<file path="src/rtl/camera_pkg.sv">
// Shared types for the camera pixel packer: packed output word, FSM states, coordinate width.
package camera_pkg;

    localparam int CAM_COORD_W         = 16;
    localparam int CAM_PIX_W           = 8;
    localparam int CAM_PIXELS_PER_WORD = 4;
    localparam int CAM_DATA_W          = CAM_PIX_W * CAM_PIXELS_PER_WORD;

    typedef struct packed {
        logic [CAM_DATA_W-1:0] data;
        logic                  sof;
        logic                  eol;
        logic                  eof;
    } cam_word_t;

    typedef enum logic [1:0] {
        SYNC   = 2'd0,
        ACTIVE = 2'd1,
        DROP   = 2'd2
    } packer_state_e;

endpackage

</file>
<file path="src/rtl/pix_word_fifo.sv">
// Synchronous FIFO of packed camera words; the head entry is presented straight from storage flops.
module pix_word_fifo
    import camera_pkg::*;
#(
    parameter int DEPTH = 16
) (
    input  logic      clk_i,
    input  logic      reset_ni,
    input  logic      push_i,
    input  cam_word_t push_word_i,
    input  logic      pop_i,
    output cam_word_t pop_word_o,
    output logic      valid_o,
    output logic      full_o
);

    localparam int PTR_W = $clog2(DEPTH);
    localparam logic [PTR_W:0] FULL_CNT = DEPTH[PTR_W:0];

    cam_word_t        mem_q [DEPTH];
    logic [PTR_W-1:0] wr_ptr_q, rd_ptr_q;
    logic [PTR_W:0]   count_q, count_d;
    logic             do_push, do_pop;

    assign valid_o    = (count_q != '0);
    assign full_o     = (count_q == FULL_CNT);
    assign do_pop     = pop_i & valid_o;
    // A pop in the same cycle frees the slot, so a full FIFO still accepts the push.
    assign do_push    = push_i & (~full_o | do_pop);
    assign pop_word_o = valid_o ? mem_q[rd_ptr_q] : '0;

    always_comb begin
        count_d = count_q;
        case ({do_push, do_pop})
            2'b10:   count_d = count_q + 1'b1;
            2'b01:   count_d = count_q - 1'b1;
            default: count_d = count_q;
        endcase
    end

    always_ff @(posedge clk_i or negedge reset_ni) begin
        if (!reset_ni) begin
            wr_ptr_q <= '0;
            rd_ptr_q <= '0;
            count_q  <= '0;
        end else begin
            if (do_push) wr_ptr_q <= wr_ptr_q + 1'b1;
            if (do_pop)  rd_ptr_q <= rd_ptr_q + 1'b1;
            count_q <= count_d;
        end
    end

    always_ff @(posedge clk_i) begin
        if (do_push) mem_q[wr_ptr_q] <= push_word_i;
    end

endmodule

</file>
<file path="src/rtl/camera_pixel_packer.sv">
// Packs a raster-ordered tagged pixel stream into SOF/EOL/EOF-tagged words, checks order and buffers words.
module camera_pixel_packer
    import camera_pkg::*;
#(
    parameter int PIX_WIDTH       = CAM_PIX_W,
    parameter int PIXELS_PER_WORD = CAM_PIXELS_PER_WORD,
    parameter int FRAME_WIDTH     = 512,
    parameter int FRAME_HEIGHT    = 400,
    parameter int FIFO_DEPTH      = 16
) (
    input  logic                                 clk_i,
    input  logic                                 reset_ni,
    input  logic                                 pix_valid_i,
    input  logic [PIX_WIDTH-1:0]                 pix_i,
    input  logic [CAM_COORD_W-1:0]               row_i,
    input  logic [CAM_COORD_W-1:0]               col_i,
    input  logic                                 clear_i,
    output logic                                 word_valid_o,
    input  logic                                 word_ready_i,
    output logic [PIX_WIDTH*PIXELS_PER_WORD-1:0] word_data_o,
    output logic                                 word_sof_o,
    output logic                                 word_eol_o,
    output logic                                 word_eof_o,
    output logic                                 overflow_o,
    output logic                                 seq_error_o,
    output logic [15:0]                          frame_count_o,
    output packer_state_e                        dbg_state_o
);

    localparam int DATA_W = PIX_WIDTH * PIXELS_PER_WORD;
    localparam int LANE_W = $clog2(PIXELS_PER_WORD);
    localparam logic [CAM_COORD_W-1:0] LAST_COL  = CAM_COORD_W'(FRAME_WIDTH - 1);
    localparam logic [CAM_COORD_W-1:0] LAST_ROW  = CAM_COORD_W'(FRAME_HEIGHT - 1);
    localparam logic [LANE_W-1:0]      LAST_LANE = LANE_W'(PIXELS_PER_WORD - 1);

    packer_state_e          state_q, state_d, eff_state;
    logic [CAM_COORD_W-1:0] exp_row_q, exp_row_d, exp_col_q, exp_col_d;
    logic [DATA_W-1:0]      acc_q, acc_d, acc_merged;
    logic                   sof_pend_q, sof_pend_d, word_sof;
    logic                   wr_en_q, wr_en_d;
    cam_word_t              wr_word_q, wr_word_d, fifo_word;
    logic                   overflow_q, seq_error_q;
    logic [15:0]            frame_count_q;
    logic                   fifo_full, fifo_valid, fifo_pop, wr_lost, wr_ok;
    logic                   is_origin, at_expected, word_done, take, restart, seq_err;
    logic [LANE_W-1:0]      lane;

    // Output stream: a word transfers on a cycle where word_valid_o and word_ready_i are both high;
    // while valid is high and ready low, data and tags stay unchanged.
    assign fifo_pop    = fifo_valid & word_ready_i;
    assign wr_lost     = wr_en_q & fifo_full & ~fifo_pop;
    assign wr_ok       = wr_en_q & ~wr_lost;
    assign lane        = col_i[LANE_W-1:0];
    assign is_origin   = pix_valid_i && (row_i == '0) && (col_i == '0);
    assign at_expected = (row_i == exp_row_q) && (col_i == exp_col_q);
    assign word_done   = (lane == LAST_LANE) || (col_i == LAST_COL);

    // A word lost this cycle forces DROP semantics onto the pixel arriving in the same cycle.
    always_comb begin
        eff_state = wr_lost ? DROP : state_q;
        state_d   = eff_state;
        take      = 1'b0;
        restart   = 1'b0;
        seq_err   = 1'b0;
        unique case (eff_state)
            SYNC, DROP: begin
                if (is_origin) begin
                    take    = 1'b1;
                    restart = 1'b1;
                    state_d = ACTIVE;
                end
            end
            ACTIVE: begin
                if (pix_valid_i) begin
                    if (at_expected) begin
                        take = 1'b1;
                    end else begin
                        seq_err = 1'b1;
                        take    = is_origin;
                        restart = is_origin;
                        state_d = is_origin ? ACTIVE : SYNC;
                    end
                end
            end
            default: state_d = SYNC;
        endcase
    end

    always_comb begin
        acc_merged = restart ? '0 : acc_q;
        acc_merged[int'(lane)*PIX_WIDTH +: PIX_WIDTH] = pix_i;
        word_sof   = (sof_pend_q & ~restart) | is_origin;
        acc_d      = acc_q;
        sof_pend_d = sof_pend_q;
        exp_row_d  = exp_row_q;
        exp_col_d  = exp_col_q;
        wr_en_d    = 1'b0;
        wr_word_d  = '0;
        if (wr_lost || seq_err) begin
            acc_d      = '0;
            sof_pend_d = 1'b0;
        end
        if (take) begin
            if (word_done) begin
                wr_en_d        = 1'b1;
                wr_word_d.data = acc_merged;
                wr_word_d.sof  = word_sof;
                wr_word_d.eol  = (col_i == LAST_COL);
                wr_word_d.eof  = (col_i == LAST_COL) && (row_i == LAST_ROW);
                acc_d          = '0;
                sof_pend_d     = 1'b0;
            end else begin
                acc_d      = acc_merged;
                sof_pend_d = word_sof;
            end
            if (col_i == LAST_COL) begin
                exp_col_d = '0;
                exp_row_d = (row_i == LAST_ROW) ? '0 : row_i + 1'b1;
            end else begin
                exp_col_d = col_i + 1'b1;
                exp_row_d = row_i;
            end
        end
    end

    always_ff @(posedge clk_i or negedge reset_ni) begin
        if (!reset_ni) begin
            state_q       <= SYNC;
            exp_row_q     <= '0;
            exp_col_q     <= '0;
            acc_q         <= '0;
            sof_pend_q    <= 1'b0;
            wr_en_q       <= 1'b0;
            wr_word_q     <= '0;
            overflow_q    <= 1'b0;
            seq_error_q   <= 1'b0;
            frame_count_q <= '0;
        end else begin
            state_q       <= state_d;
            exp_row_q     <= exp_row_d;
            exp_col_q     <= exp_col_d;
            acc_q         <= acc_d;
            sof_pend_q    <= sof_pend_d;
            wr_en_q       <= wr_en_d;
            wr_word_q     <= wr_word_d;
            overflow_q    <= wr_lost | (overflow_q & ~clear_i);
            seq_error_q   <= seq_err | (seq_error_q & ~clear_i);
            frame_count_q <= frame_count_q + {15'd0, wr_ok & wr_word_q.eof};
        end
    end

    pix_word_fifo #(
        .DEPTH(FIFO_DEPTH)
    ) u_fifo (
        .clk_i      (clk_i),
        .reset_ni   (reset_ni),
        .push_i     (wr_ok),
        .push_word_i(wr_word_q),
        .pop_i      (word_ready_i),
        .pop_word_o (fifo_word),
        .valid_o    (fifo_valid),
        .full_o     (fifo_full)
    );

    assign word_valid_o  = fifo_valid;
    assign word_data_o   = fifo_word.data;
    assign word_sof_o    = fifo_word.sof;
    assign word_eol_o    = fifo_word.eol;
    assign word_eof_o    = fifo_word.eof;
    assign overflow_o    = overflow_q;
    assign seq_error_o   = seq_error_q;
    assign frame_count_o = frame_count_q;
    assign dbg_state_o   = state_q;

endmodule

</file>
<file path="config.mk">
export PLATFORM = sky130hd
export DESIGN_NAME = camera_pixel_packer
export DESIGN_NICKNAME = d
export VERILOG_FILES = /design/src/rtl/camera_pkg.sv /design/src/rtl/pix_word_fifo.sv /design/src/rtl/camera_pixel_packer.sv
export SDC_FILE = /design/constraint.sdc
export NUM_CORES = 1
export LEC_CHECK = 0
export ABC_AREA = 1
export ABC_CLOCK_PERIOD_IN_PS = 3650
export BUFFER_PORTS_ARGS = -buffer_cell sky130_fd_sc_hd__buf_2
export CAP_MARGIN = 20
export CORE_MARGIN = 1.5
export CORE_UTILIZATION = 60
export DETAILED_ROUTE_END_ITERATION = 6
export PLACE_DENSITY = 0.74
export SLEW_MARGIN = 15
export SYNTH_ARGS = -nofsm -noshare
export SYNTH_HDL_FRONTEND = slang
export SYNTH_HIERARCHICAL = 1
export SYNTH_SLANG_ARGS = --single-unit
</file>
<file path="constraint.sdc">
create_clock -name clk_i -period 3.65 [get_ports clk_i]
set_input_delay 0.5475 -clock clk_i [delete_from_list [all_inputs] [get_ports clk_i]]
set_output_delay 0.5475 -clock clk_i [all_outputs]
set_load 0.05 [all_outputs]
</file>
==> results.yml <==
timing:
  hold-worst-slack_ns: 0.164
  fmax_mhz: 278
  setup-tns-final_ns: 0
  maxSlewViolCount: 0
  worst_slack_ns: 0.0533
  fin_crit_ns: 3.60
  worst_pin_slew_ns: 1.03
  hold_violations: 0
  slew_headroom_pct: 31.2
  setup_violations: 0
  fin_crit_sh_pct: 98.5
  rsz0062_at_grt: "no"
  finClkSkew_ns: 0.0189
global_route:
  grt_pass1_wl_mm: 114
  groute.usage.overall_pct: 28.9
  grt_max_degree: 96
  first_global_vias: 20400
  grt_overflow: 0
  antenna_found_initial: 1
status:
  status: "finished clean"
pwr:
  clkPwrFrac_pct: 45.0
  switching_share_pct: 19.8
  p_leak_nw: 14.2
  p_per_area_nw_per_um2: 470
  p_sw_mw: 3.11
  total_power_mw: 15.7
  p_comb_share_pct: 1.3
  share_seq_of_total_power_pct: 53.7
  p_int_mw: 12.6
  peakVddDrop_mv: 0.371
setup_path:
  end_kind: "primary output"
  critPathTopFamily: "buffers and inverters"
  path_cells: "buf_16, nand2_1, nand3_1, nand3_1, nand2_1, nand2_1, a21oi_1, buf_2"
  slowest_delay_ns: 0.58
  startpoint_type: "flip-flop"
  critPathMostFrequentCell: "nand2_1"
  worst-endpoint-arrival_ns: 3.05
  crit_start: "u_fifo/rd_ptr_q[0]$_DFFE_PN0N_"
  crit_fanout: 95
  cp.required_ns: 3.10
  criticalPathCategory: "reg2out"
  crit_buf_inv: 2
  crit_path_top_delay_cell: "dfrtp_4"
  r2r_start: "u_fifo/count_q[0]$_DFFE_PN0P_"
clocking:
  cts-htree-levels: 3
  cts_root_buffer: "clkbuf_16"
  cts_tree: "built"
  clk_pin_slew_ns: 0.07
  clock_sinks: 694
  post_cts_buffers: 0
  clockBufferDepth: 3
  clock_latency_ns: 0.60
  cts_inserted_buffers: 69
logic_synthesis:
  async_reset_ff_share_pct: 19.3
  ys_top_cells_by_area: "edfxtp_1 56%, nand2_1 12%, dfrtp_1 11%, nand3_1 8.7%, inv_1 2.1%"
  synthTopCellsByCount: "989 x nand2_1, 560 x edfxtp_1, 520 x nand3_1, 169 x inv_1, 139 x nor2_1"
  yosys.cell_count.top_type: "nand2_1"
  yosysWarnings: 6
  synth_area_per_cell_um2: 10.4
  syn_area_um2: 29900
  synth_top_flop_cell: "edfxtp_1"
  syn_nets: 2935
  synth_cell_type_count: 36
  synth_cells: 2872
  synth_seq_cells: 694
  synth_top_area_share_pct: 56.2
  seq_area_frac_synth_pct: 67.4
  synth_edf_count: 560
  synth_top_cell_by_area: "edfxtp_1"
hold_path:
  hold_class: "in2reg"
  hold_path_startpoint: "clear_i"
cells_and_area:
  fin_util_pct: 68.3
  diodes: 0
  instances_no_fill: 3666
  fill_cells: 3588
  drive_gt1_share_pct: 9.96
  postLayoutCellArea_um2: 33500
  area_delta_synth_final_pct: 12.0
  finalNetCount: 3013
drt:
  routed-via-count: 21200
  wl_per_cell_um: 19.8
  via_per_inst: 5.79
  drt_iter0_drc: 2697
  drt-pass1-iter-count: 6
  drc: 0
  drt-total-wl_mm: 72.5
  ant_nets: 0
floorplanning:
  die-area_um2: 51200
  start_util_pct: 61.0
  pin_count: 101
  rows: 81
  die_w_um: 226
  dieHeight_um: 226
  core_area_um2: 49100
flow_run:
  drv_cap: 0
place:
  hpwl_mm: 45.2
  dp_slack_ns: 0.620
  place_area_um2: 31200
  io_buffers: 100
  dp.cells: 3542
  place.gp.congestion: 0.885
-- kinds of logic after synthesis --
group / Yosys count / synth area share, %
flip-flops: 694 / 67.4
AO/OA/AOI/OAI: 82 / 1.46
AND/OR/NAND/NOR: 1695 / 23.9
XOR/XNOR: 56 / 1.64
adder cells (fa/ha/maj): 18 / 0.778
buffers and inverters: 327 / 4.82
-- sequential cells by signal, summed over array words and instances (netlist names) --
| signal | cells |
|---|---|
| acc_q | 32 |
| dbg_state_o | 2 |
| exp_col_q | 16 |
| exp_row_q | 16 |
| frame_count_o | 16 |
| overflow_o | 1 |
| seq_error_o | 1 |
| sof_pend_q | 1 |
| u_fifo/count_q | 5 |
| u_fifo/mem_q | 560 |
| u_fifo/rd_ptr_q | 4 |
| u_fifo/wr_ptr_q | 4 |
| wr_en_q | 1 |
| wr_word_q | 35 |
-- repair_timing --
action | in CTS | in global routing
resized for setup | 0 | 3
endpoints found under the hold margin | 57 | 0
hold buffers | 1 | 0
setup endpoints to repair | 0 | 11
-- power by group through the flow --
stage               Combinational (mW)  Sequential (mW)  Clock (mW)
finish                           0.206             8.45        7.08
detailed placement               0.204             8.62           0
floorplan                        0.100             8.62           0
CTS                              0.206             8.45        7.17
global route                     0.231             8.45        7.49
global placement                 0.198             8.62           0
-- placed cells by master (no fill, tap or decap), drive strengths merged --
master	Yosys	routed
clkinvlp	0	3
bufinv	0	7
a21oi	46	46
xor2	24	24
and3	2	2
nand4	17	17
clkbuf	27	88
clkinv	4	22
o22ai	9	9
dlygate4sd3	0	1
nor2	146	146
fa	1	1
nor3	14	14
nand2	995	995
dfrtp	134	134
nor4	1	1
a22oi	1	1
buf	122	155
o21ai	24	24
ha	17	17
nand3	520	520
a21boi	1	1
edfxtp	560	560
o211ai	1	1
xnor2	32	32
inv	174	181
-- metal layers --
layer | routed length, um | vias up | share of wire, % | track usage, %
met1 | 30000 | 10200 | 41 | 43.4
met5 | 0 | - | 0 | 0
li1 | - | 9795 | - | -
met2 | 33100 | 1094 | 46 | 44.0
met4 | 1460 | 0 | 2.0 | 8.24
met3 | 7930 | 115 | 11 | 4.95
-- final cells by class --
cell class / instances / area (um2) / share of cell area, %
tap: 664 / 831 / 2.48
clock inverter: 35 / 389 / 1.16
clock buffer: 88 / 1850 / 5.52
timing repair buffer: 156 / 1120 / 3.36
inverter: 178 / 692 / 2.07
multi-input combinational: 1851 / 8430 / 25.2
sequential: 694 / 20200 / 60.2
-- final timing paths --
kind                                                      end  cells after the start  slack [ns]
worst max-delay path                          word_data_o[27]                      8        0.05
max in group asynchronous          frame_count_o[3]$_DFF_PN0_                      3        2.31
worst max register to register  u_fifo/mem_q[5][29]$_DFFE_PP_                     11        0.55
worst min-delay path                    seq_error_o$_DFF_PN0_                      2        0.16
min in group asynchronous               acc_q[21]$_DFFE_PN0P_                      2        0.49
worst min register to register    frame_count_o[15]$_DFF_PN0_                      1        0.47
No activity file was read; power rests on OpenSTA's default activity.
